**src/rtl/ctd_seg_scan.sv**
```systemverilog
// Two-digit multiplexed 7-segment driver with a bounded blink alarm on timer expiry.
// Optional macro CTD_LEAD_BLANK_EN blanks a leading zero in the tens digit outside ALARM.
module ctd_seg_scan #(
  parameter int SCAN_DIV     = 50000,
  parameter int BLINK_TICKS  = 250,
  parameter int ALARM_HALVES = 6
) (
  input  logic       clk,
  input  logic       rst,
  input  logic [7:0] bcd_in,
  input  logic       time_out,
  output logic [1:0] an,
  output logic [6:0] seg,
  output logic       dp,
  output logic       alarm
);

  localparam int SC_W = $clog2(SCAN_DIV);

  typedef enum logic {IDLE, ALARM} state_t;

  state_t      state_q, state_d;
  logic [SC_W-1:0] sc_q, sc_d;
  logic        d_q, d_d;
  logic [7:0]  val_q, val_d;
  logic [7:0]  halves_q, halves_d;
  logic [9:0]  bt_q, bt_d;
  logic        dark_q, dark_d;
  logic [1:0]  an_q, an_d;
  logic [6:0]  seg_q, seg_d;
  logic        dp_q, dp_d;
  logic        alarm_q, alarm_d;
  logic        wrap;
  logic [3:0]  digit;

  function automatic logic [6:0] seg_decode(input logic [3:0] n);
    case (n)
      4'd0:    return 7'h40;
      4'd1:    return 7'h79;
      4'd2:    return 7'h24;
      4'd3:    return 7'h30;
      4'd4:    return 7'h19;
      4'd5:    return 7'h12;
      4'd6:    return 7'h02;
      4'd7:    return 7'h78;
      4'd8:    return 7'h00;
      4'd9:    return 7'h10;
      default: return 7'h3F;
    endcase
  endfunction

  always_ff @(posedge clk) begin
    if (rst) begin
      state_q  <= IDLE;
      sc_q     <= '0;
      d_q      <= 1'b0;
      val_q    <= 8'h00;
      halves_q <= 8'd0;
      bt_q     <= 10'd0;
      dark_q   <= 1'b0;
      an_q     <= 2'b11;
      seg_q    <= 7'h7F;
      dp_q     <= 1'b1;
      alarm_q  <= 1'b0;
    end else begin
      state_q  <= state_d;
      sc_q     <= sc_d;
      d_q      <= d_d;
      val_q    <= val_d;
      halves_q <= halves_d;
      bt_q     <= bt_d;
      dark_q   <= dark_d;
      an_q     <= an_d;
      seg_q    <= seg_d;
      dp_q     <= dp_d;
      alarm_q  <= alarm_d;
    end
  end

  // Latching only at the tens->units wrap keeps both digits of a frame from the same value.
  always_comb begin
    wrap     = (sc_q == SC_W'(SCAN_DIV - 1));
    sc_d     = wrap ? '0 : sc_q + 1'b1;
    d_d      = wrap ? ~d_q : d_q;
    val_d    = (wrap && d_q) ? bcd_in : val_q;
    state_d  = state_q;
    halves_d = halves_q;
    bt_d     = bt_q;
    dark_d   = dark_q;
    if (time_out) begin
      state_d  = ALARM;
      halves_d = 8'(ALARM_HALVES);
      bt_d     = 10'd0;
      dark_d   = 1'b1;
    end else if (state_q == ALARM && wrap) begin
      if (bt_q == 10'(BLINK_TICKS - 1)) begin
        bt_d   = 10'd0;
        dark_d = ~dark_q;
        if (halves_q == 8'd1) begin
          state_d  = IDLE;
          halves_d = 8'd0;
          dark_d   = 1'b0;
        end else begin
          halves_d = halves_q - 8'd1;
        end
      end else begin
        bt_d = bt_q + 10'd1;
      end
    end
  end

  always_comb begin
    digit   = d_q ? val_q[7:4] : val_q[3:0];
    seg_d   = seg_decode(digit);
`ifdef CTD_LEAD_BLANK_EN
    if (d_q && val_q[7:4] == 4'd0 && state_q != ALARM) seg_d = 7'h7F;
`else
    seg_d   = seg_decode(digit);
`endif
    an_d    = dark_q ? 2'b11 : (d_q ? 2'b01 : 2'b10);
    dp_d    = !(state_q == ALARM && !d_q && !dark_q);
    alarm_d = (state_q == ALARM);
  end

  assign an    = an_q;
  assign seg   = seg_q;
  assign dp    = dp_q;
  assign alarm = alarm_q;

endmodule

```
**config.mk**
```make
export PLATFORM = sky130hd
export DESIGN_NAME = ctd_seg_scan
export DESIGN_NICKNAME = d
export VERILOG_FILES = /design/src/rtl/ctd_seg_scan.sv
export SDC_FILE = /design/constraint.sdc
export NUM_CORES = 1
export LEC_CHECK = 0
export BUFFER_PORTS_ARGS = -buffer_cell sky130_fd_sc_hd__buf_2
export CAP_MARGIN = 40
export CORE_MARGIN = 3
export CORE_UTILIZATION = 45
export DETAILED_ROUTE_END_ITERATION = 10
export GPL_ROUTABILITY_DRIVEN = 1
export PLACE_DENSITY = 0.68
export SLEW_MARGIN = 20
export SYNTH_ARGS = -nofsm -noshare
export SYNTH_HDL_FRONTEND = slang
export SYNTH_SLANG_ARGS = --single-unit
```
**constraint.sdc**
```tcl
create_clock -name clk -period 3.7 [get_ports clk]
set_input_delay 0.185 -clock clk [delete_from_list [all_inputs] [get_ports clk]]
set_output_delay 0.185 -clock clk [all_outputs]
set_load 0.03 [all_outputs]
```
==> impl_metrics.csv <==
group,metric,value,unit
synth,yosysWarnings,0,
route,drc,0,
cells_and_area,n_fill_cell,508,
synth,synth_top_area_share,41.9,%
route,drtIter0Drc,104,
placement,dpl_cell_area,0.00279,mm^2
placement,hpwl,3550,um
clock_network,clk_latency,310,ps
route,ant_nets,0,
synth,synth_mux_area_share,4.26,%
pwr,pwr-share-clk,37.3,%
clock_network,cts-resized-gates,0,
die,core,0.00564,mm^2
synth,synth_edf_count,0,
route,routed_wl,5110,um
pwr,p_leak,1.05,nW
clock_network,cts-htree-levels,2,
synth,yosysSeqAreaShare,41.9,%
die,num_io_pins,22,
worst_setup_path,cp.arrival,2600,ps
grt,grt_pass1_vias,2029,
clock_network,cts-root-buf,"clkbuf_8",
clock_network,cts_made_buffers,5,
outcome,status,"completed",
pwr,switching_share,22.8,%
timing,tns,0,ps
die,dieArea,0.00691,mm^2
cells_and_area,fin_area,0.00290,mm^2
timing,setup_viol,0,
worst_setup_path,crit_slowest_cell,"or4_1",
timing,holdWs,121,ps
worst_setup_path,crit_buf_inv,0,
synth,syn_area_per_cell,8.69,um^2
worst_setup_path,cp_cell_sequence,"or4_4, or4_1, nand2b_1, o21ba_2",
timing,fmax,419,MHz
synth,syn_inst,308,
pwr,power.switching,0.246,mW
cells_and_area,final_layout_size_suffix_gt1_share,13.4,%
grt,grt_pass1_wl,9050,um
clock_network,cts_setup_buffers,0,
synth,synth_seq_cells,56,
job,cap_viol_max_count,0,
placement,port_buffers,21,
pwr,p_seq_share,57.4,%
synth,synthSimpleGateAreaFrac,26.6,%
clock_network,postCtsHoldBufs,0,
timing,slew_viol_final,0,
route,vias,2189,
synth,ys.flop_type,"dfxtp_1",
worst_setup_path,cp.required,3910,ps
synth,synth_cell_types,48,
worst_setup_path,path_delay_family,"simple AND/OR/NAND/NOR gates",
timing,relSlewSlack,43.2,%
worst_hold_path,hp-class,"in2reg",
pwr,peakVddDrop,180,uV
synth,synth_top_family_by_area,"simple AND/OR/NAND/NOR gates",
die,die_x,83.1,um
cells_and_area,final_nets,340,
pwr,intPower,0.835,mW
grt,grtUsageTotal,15.4,%
synth,ys_top_cells_by_area,"dfxtp_1 42%, ha_1 4.7%, a21oi_1 4.3%",
worst_setup_path,cp-startpoint,"sc_q[12]$_SDFF_PP0_",
worst_setup_path,cp-start-kind,"register",
clock_network,clkSinkCount,56,
timing,hold_violations,0,
synth,synth_xor_area_share,4.26,%
die,start_util,47.4,%
clock_network,clkTransAtPathRegs,110,ps
worst_setup_path,reg2reg_from,"sc_q[12]$_SDFF_PP0_",
clock_network,clock_tree.buffer_depth,2,
timing,rsz0062_at_grt,"no",
route,wl_per_cell,13.0,um
pwr,powerDensity,372,mW/mm^2
synth,synth_area_leader_cell,"dfxtp_1",
clock_network,cts_tree,"yes",
route,first_pass_iters,4,
synth,async_flop_share,0,%
timing,finalClockSkew,11.4,ps
worst_setup_path,crit_fanout,15,
grt,antenna_found_initial,0,
timing,tightest_slew,829,ps
synth,synth_area,0.00268,mm^2
cells_and_area,area_delta_synth_final,8.51,%
worst_hold_path,worstHoldStart,"bcd_in[7]",
cells_and_area,antennaDiodeCount,0,
worst_setup_path,slowest_delay,660,ps
grt,grt_max_degree,27,
synth,synth_compound_area_share,13.7,%
die,rows,27,
timing,period_needed,2390,ps
grt,grt-ovfl-total,0,
route,via_per_inst,5.58,
placement,place_congestion,0.782,
timing,fin_crit_sh,64.5,%
worst_setup_path,end_kind,"register",
synth,synth_nets,329,
worst_setup_path,path_class,"reg2reg",
pwr,p_comb_share,5.3,%
die,die_h,83.1,um
synth,synthAdderAreaFrac,4.68,%
## power by group through the flow
stage               combinational [mW]  clock (mW)  sequential, mW
floorplan                       0.0323           0           0.643
global placement                0.0573           0           0.635
detailed placement              0.0578           0           0.635
CTS                             0.0580       0.411           0.621
global route                    0.0640       0.437           0.623
finish                          0.0573       0.403           0.621
## Yosys cell counts (all sizes together), types with 5 or more instances
master,count
nor2,24
and3,6
or3,7
ha,10
xor2,9
nand4,11
clkbuf,14
nor3,7
nor4,5
a21oi,23
nand2,16
or4,6
mux2i,8
o21ai,19
inv,11
nand3,22
dfxtp,56
## cell type report
type	instances	area, um^2	share of cell area (%)
timing repair buffer	22	110	3.79
tap	72	90.1	3.10
sequential	56	1120	38.6
clock buffer	5	68.8	2.37
inverter	11	41.3	1.42
multi-input combinational	223	1430	49.2
clock inverter	3	42.5	1.47
## state kept, by name, indices dropped and copies added, names as in the netlist
register and cells:
sc_q 16, dark_q 1, an 2, dp 1, alarm 1, alarm_d 1
bt_q 10, d_q 1, val_q 8, halves_q 8, seg 7
## layout by cell type (no fill, tap or decap), types with 4 or more instances in the layout
master    synthesis  routed
dfxtp_1          56      56
nor2_1           24      24
a21oi_1          23      23
nand3_1          22      22
buf_2             1      21
o21ai_0          18      18
nand2_1          16      16
inv_1            11      11
nand4_1          11      11
ha_1             10      10
xor2_1            9       9
mux2i_1           8       8
nor3_1            7       7
or3_1             7       7
and3_1            6       6
clkbuf_8          0       5
or4_1             4       4
nor4_1            4       4
nand3b_1          4       4
or2_2             4       4
o31ai_1           4       4
xnor2_1           4       4
## worst reg2reg max path, stage by stage, from the launching register on
cell and delay, ps:
dfxtp_1 370, or4_4 580, or4_1 660, nand2b_1 460, o21ba_2 230
## kinds of logic after synthesis
family                   Yosys count
XOR/XNOR                          13
adder cells (fa/ha/maj)           10
buffers and inverters             29
flip-flops                        56
multiplexers                      11
AND/OR/NAND/NOR                  128
AO/OA/AOI/OAI                     61
## path summary, 6_finish.rpt
check	to	slack, ps	cells past startpoint
setup / recovery	sc_q[15]$_SDFF_PP0_	1310	4
hold / removal	val_q[7]$_SDFFE_PP0P_	120	3
setup reg to reg	sc_q[15]$_SDFF_PP0_	1310	4
hold reg to reg	dp$_SDFF_PP1_	470	1
## per-stage QoR
stage / total power [mW] / setup slack [ps] / instances / util, %
after floorplan: 0.676 / 1500 / 308 / -
after global placement: 0.692 / 1310 / 383 / 49.4
after detailed placement: 0.693 / 1260 / 383 / 49.4
after CTS: 1.09 / 1230 / 391 / 51.4
after global routing: 1.12 / 1180 / 392 / 51.5
final: 1.08 / 1310 / 392 / 51.5
## metal layers
layer	share of wire [%]	track usage [%]	up-vias
li1	-	-	1127
met1	50	20.1	1029
met2	46	25.4	29
met3	3.0	3.87	4
met4	0.88	4.46	0
met5	0	0	-
No activity file was read; power rests on OpenSTA's default activity.
